`src/rtl/trinity_tile_rx.sv`:
```
// Tile-side receiver for the Trinity broadcast bus: group filter, mode latch, exec window FSM.
// Optional input deglitch stage enabled by defining TRINITY_TILE_RX_DEGLITCH_EN.
module trinity_tile_rx #(
  parameter logic [1:0] GROUP_ID    = 2'b00,
  parameter int         EXEC_CYCLES = 4,
  parameter int         CNT_W       = 8
) (
  input  logic             sys_clk,
  input  logic             sys_rst_n,
  input  logic [7:0]       bus_in,
  output logic [1:0]       active_mode,
  output logic             busy,
  output logic             done,
  output logic             exec_drop,
  output logic             frame_err,
  output logic [CNT_W-1:0] exec_count
);

  localparam logic [1:0] S_IDLE = 2'd0;
  localparam logic [1:0] S_RUN  = 2'd1;
  localparam logic [1:0] S_DONE = 2'd2;

  localparam logic [CNT_W-1:0] CNT_LOAD = CNT_W'(EXEC_CYCLES - 1);
  localparam logic [CNT_W-1:0] CNT_ONE  = CNT_W'(1);

  logic [7:0]       frame_q;
  logic             frame_ok;
  logic [1:0]       state_reg, state_next;
  logic [CNT_W-1:0] cnt_reg, cnt_next;
  logic [1:0]       mode_reg, mode_next;
  logic             pend_reg, pend_next;
  logic [1:0]       pend_mode_reg, pend_mode_next;
  logic [CNT_W-1:0] count_reg, count_next;
  logic             drop_reg, drop_next;
  logic             err_reg;
  logic             exec_hist_reg;

`ifdef TRINITY_TILE_RX_DEGLITCH_EN
  logic [7:0] frame_q2;

  always_ff @(posedge sys_clk or negedge sys_rst_n) begin
    if (!sys_rst_n) begin
      frame_q  <= 8'h00;
      frame_q2 <= 8'h00;
    end else begin
      frame_q  <= bus_in;
      frame_q2 <= frame_q;
    end
  end

  // A frame only counts once it has been sampled identically twice in a row.
  assign frame_ok = (frame_q == frame_q2);
`else
  always_ff @(posedge sys_clk or negedge sys_rst_n) begin
    if (!sys_rst_n) begin
      frame_q <= 8'h00;
    end else begin
      frame_q <= bus_in;
    end
  end

  assign frame_ok = 1'b1;
`endif

  logic       f_valid, f_rsv, f_cfg, f_exec;
  logic [1:0] f_group, f_mode;
  logic       is_match, is_err, exec_rise;

  assign f_valid = frame_q[7];
  assign f_rsv   = frame_q[6];
  assign f_group = frame_q[5:4];
  assign f_cfg   = frame_q[3];
  assign f_exec  = frame_q[2];
  assign f_mode  = frame_q[1:0];

  assign is_match  = frame_ok & f_valid & ~f_rsv & (f_group == GROUP_ID) & ~f_cfg;
  assign is_err    = frame_ok & f_valid & f_rsv;
  assign exec_rise = is_match & f_exec & ~exec_hist_reg;

  always_comb begin
    state_next     = state_reg;
    cnt_next       = cnt_reg;
    mode_next      = mode_reg;
    pend_next      = pend_reg;
    pend_mode_next = pend_mode_reg;
    count_next     = count_reg;
    drop_next      = 1'b0;

    case (state_reg)
      S_IDLE: begin
        if (is_match) begin
          mode_next = f_mode;
          if (exec_rise) begin
            state_next = S_RUN;
            cnt_next   = CNT_LOAD;
          end
        end
      end

      S_RUN, S_DONE: begin
        // While executing, mode changes are deferred; the latest frame wins.
        if (is_match) begin
          if (f_mode != mode_reg) begin
            pend_next      = 1'b1;
            pend_mode_next = f_mode;
          end else begin
            pend_next = 1'b0;
          end
        end
        drop_next = exec_rise;

        if (state_reg == S_RUN) begin
          if (cnt_reg == '0) begin
            state_next = S_DONE;
            count_next = count_reg + CNT_ONE;
          end else begin
            cnt_next = cnt_reg - CNT_ONE;
          end
        end else begin
          state_next = S_IDLE;
        end

        // Deferred mode lands as DONE is entered, or on exit if it arrived during DONE.
        if (pend_next && (state_next != S_RUN)) begin
          mode_next = pend_mode_next;
          pend_next = 1'b0;
        end
      end

      default: begin
        state_next = S_IDLE;
      end
    endcase
  end

  always_ff @(posedge sys_clk or negedge sys_rst_n) begin
    if (!sys_rst_n) begin
      state_reg     <= S_IDLE;
      cnt_reg       <= '0;
      mode_reg      <= 2'b00;
      pend_reg      <= 1'b0;
      pend_mode_reg <= 2'b00;
      count_reg     <= '0;
      drop_reg      <= 1'b0;
      err_reg       <= 1'b0;
      exec_hist_reg <= 1'b0;
    end else begin
      state_reg     <= state_next;
      cnt_reg       <= cnt_next;
      mode_reg      <= mode_next;
      pend_reg      <= pend_next;
      pend_mode_reg <= pend_mode_next;
      count_reg     <= count_next;
      drop_reg      <= drop_next;
      err_reg       <= is_err;
      exec_hist_reg <= is_match & f_exec;
    end
  end

  assign active_mode = mode_reg;
  assign busy        = (state_reg == S_RUN) || (state_reg == S_DONE);
  assign done        = (state_reg == S_DONE);
  assign exec_drop   = drop_reg;
  assign frame_err   = err_reg;
  assign exec_count  = count_reg;

endmodule

```
`config.mk`:
```
export PLATFORM = sky130hd
export DESIGN_NAME = trinity_tile_rx
export DESIGN_NICKNAME = d
export VERILOG_FILES = /design/src/rtl/trinity_tile_rx.sv
export SDC_FILE = /design/constraint.sdc
export NUM_CORES = 1
export LEC_CHECK = 0
export ABC_AREA = 1
export BUFFER_PORTS_ARGS = -buffer_cell sky130_fd_sc_hd__buf_2
export CELL_PAD_IN_SITES_DETAIL_PLACEMENT = 1
export CELL_PAD_IN_SITES_GLOBAL_PLACEMENT = 1
export CORE_UTILIZATION = 42
export CTS_CLUSTER_SIZE = 30
export DETAILED_ROUTE_END_ITERATION = 8
export PLACE_DENSITY_LB_ADDON = 0.1
export SYNTH_ARGS = -nofsm -noshare
export SYNTH_HDL_FRONTEND = slang
export SYNTH_SLANG_ARGS = --single-unit
```
`constraint.sdc`:
```
create_clock -name sys_clk -period 2.2 [get_ports sys_clk]
set_input_delay 0.33 -clock sys_clk [delete_from_list [all_inputs] [get_ports sys_clk]]
set_output_delay 0.33 -clock sys_clk [all_outputs]
set_load 0.05 [all_outputs]
```
==> impl_metrics.toml <==
[outcome]
status = "completed"

[sta]
hold_ws_ns = 0.112
worstMarginPinSlew_ns = 0.761
relSlewSlack_pct = 49.2
hold_viol_final = 0
rsz0062_at_grt = "false"
setup_viol = 0
tns_ns = 0
drv_slew = 0
period_needed_ns = 2.02
max_freq_mhz = 495
period_share_pct = 91.8
finClkSkew_ns = 0.00593

[die]
coreArea_mm2 = 0.00409
die_area_mm2 = 0.00460
io-pin-count = 24
start_util_pct = 44.6
rows = 23
die_w_um = 67.9
chipHeight_um = 67.9

[placed_design]
port_buffers = 23
hpwl_um = 2800
gp_congestion = 0.723
placed_area_mm2 = 0.00200

[power]
p_comb_share_pct = 53.4
peakVddDrop_v = 0.000808
p_leak_nw = 1.16
p_clk_share_pct = 16.4
switchingPower_mw = 1.43
switching_share_pct = 49.1
p_int_mw = 1.48
p_seq_share_pct = 30.2
powerDensity_mw_per_mm2 = 1390

[clock_network]
hold_buffers = 0
post-cts-setup-buffers = 0
clockBufferDepth = 2
clk-insertion-delay-late_ns = 0.29
cts-buffers-inserted = 5
h-tree-depth = 2
clkTransAtPathRegs_ns = 0.07
cts-root-buf = "clkbuf_8"
cts_sinks = 34
cts_tree = "yes"
post_cts_resized = 0

[grt]
first_global_vias = 1477
grt_max_degree = 35
grt_pass1_wl_um = 6780
antenna_found_initial = 0
grt_use_total_pct = 20.4
overflow = 0

[synth]
yosys_warnings = 0
yosysSeqAreaShare_pct = 46.7
yosysMostFrequentCell = "nand2_1"
synth_edf_count = 0
synthArstFlopShare_pct = 100
synthTopCellsByArea = "dfrtp_1 47%, nand2_1 15%, inv_1 7.0%"
ys_dominant_reg_cell = "dfrtp_1"
synth_cell_types = 25
synth_top_area_share_pct = 46.7
netlist_area_mm2 = 0.00182
syn_nets = 240
yosys.area.top_type = "dfrtp_1"
synth_commonest_cells = "74 x nand2_1, 34 x dfrtp_1, 34 x inv_1"
synth-seq-cells = 34
synthCells = 223
syn_area_per_cell_um2 = 8.17

[final_layout]
stdcell_area_mm2 = 0.00209
syn_to_final_growth_pct = 14.7
antennaDiodeCount = 0
multiInputGateArea_um2 = 826
nNetsFinal = 269
register_area_um2 = 851
layout-drive-gt1-share_pct = 19.4
utilization_pct = 51.1
fillers = 534

[min_path]
worstHoldPathType = "input pin to async pin"

[drt]
wl_per_cell_um = 12.6
dr.pass1.iters = 4
vias = 1429
route.detailed.drc = 0
via_per_inst = 4.72
first_iter_violations = 61
postRouteAntennaNets = 0
wirelength_um = 3820

[critical_path]
cp.required_ns = 1.87
worst_setup_path_end_kind = "output pin"
setup.worst_path.start_class = "flip-flop"
criticalPathCategory = "flip-flop to output pin"
crit_arrival_ns = 1.69
rrSetupSlack_ns = 0.35
critPathMaxFanout = 11
ff2ff_path_depth = 8

[run]
drv_cap = 0
==> through the flow <==
step	std cells	setup WS, ns	power (mW)
global route	303	0.110	3.18
finish	303	0.180	2.91
CTS	303	0.172	2.96
global placement	295	0.470	2.42
detailed placement	295	0.350	2.46
floorplan	223	0.262	2.09
==> critical path: stages (launching register included) <==
cell and delay (ns):
dfrtp_1 0.40, inv_1 0.12, ha_1 0.54, buf_2 0.35
==> path summary, 6_finish.rpt <==
| kind | startpoint | endpoint |
|---|---|---|
| setup / recovery | state_reg[1] | busy |
| hold / removal | sys_rst_n | active_mode[0] |
| setup reg to reg | state_reg[1] | cnt_reg[4] |
| hold reg to reg | cnt_reg[1] | cnt_reg[1] |
| max in group asynchronous | sys_rst_n | state_reg[1] |
| min in group sys_clk | bus_in[1] | frame_q[1] |
==> metal layers <==
metal | routed length, um | up-vias | track usage (%)
li1 | - | 728 | -
met1 | 1830 | 674 | 26.1
met5 | 0 | - | 0
met3 | 120 | 6 | 5.00
met4 | 67 | 0 | 7.81
met2 | 1800 | 21 | 33.3
==> kinds of logic (layout without fill, tap and decap cells) <==
group,after synthesis,in the layout,synth area share [%]
DFF,34,34,46.7
adders and majority gates,7,7,4.81
buffers and inverters,38,68,7.97
AOI/OAI and AO/OA,11,11,3.64
xor gates and xnor gates,11,11,5.70
and+or+nand+nor,122,122,31.2
==> cell usage in the layout, fill, tap and decap left out <==
master    instances
o21ai_0           8
nand2_4           2
xnor2_1           3
xor2_1            7
nor2_1           18
a21oi_4           1
nand2_1          74
buf_4             1
clkbuf_8          6
clkinv_2          2
inv_2             1
nand2_2           3
nand3_4           1
nand3_2           2
dfrtp_1          34
clkbuf_1          1
nand3_1          11
ha_1              7
nand4_1           3
nor3b_1           1
buf_2            23
nor2_2            2
nor3_1            1
nor2_4            4
inv_1            34
xnor2_2           1
a21oi_1           2
==> power groups by stage <==
stage               Combinational [mW]  Clock, mW  Sequential (mW)
floorplan                         1.07          0             1.02
global placement                  1.53          0            0.887
detailed placement                1.57          0            0.890
CTS                               1.58      0.497            0.879
global route                      1.76      0.513            0.906
finish                            1.55      0.478            0.878
==> layout make-up <==
cell class,count,area share [%]
Timing Repair Buffer,24,5.87
Inverter,36,6.53
Multi-Input combinational cell,151,39.5
Tap cell,50,2.99
Sequential cell,34,40.7
Clock inverter,1,0.240
Clock buffer,7,4.13
Power figures use the tool's default switching activity.
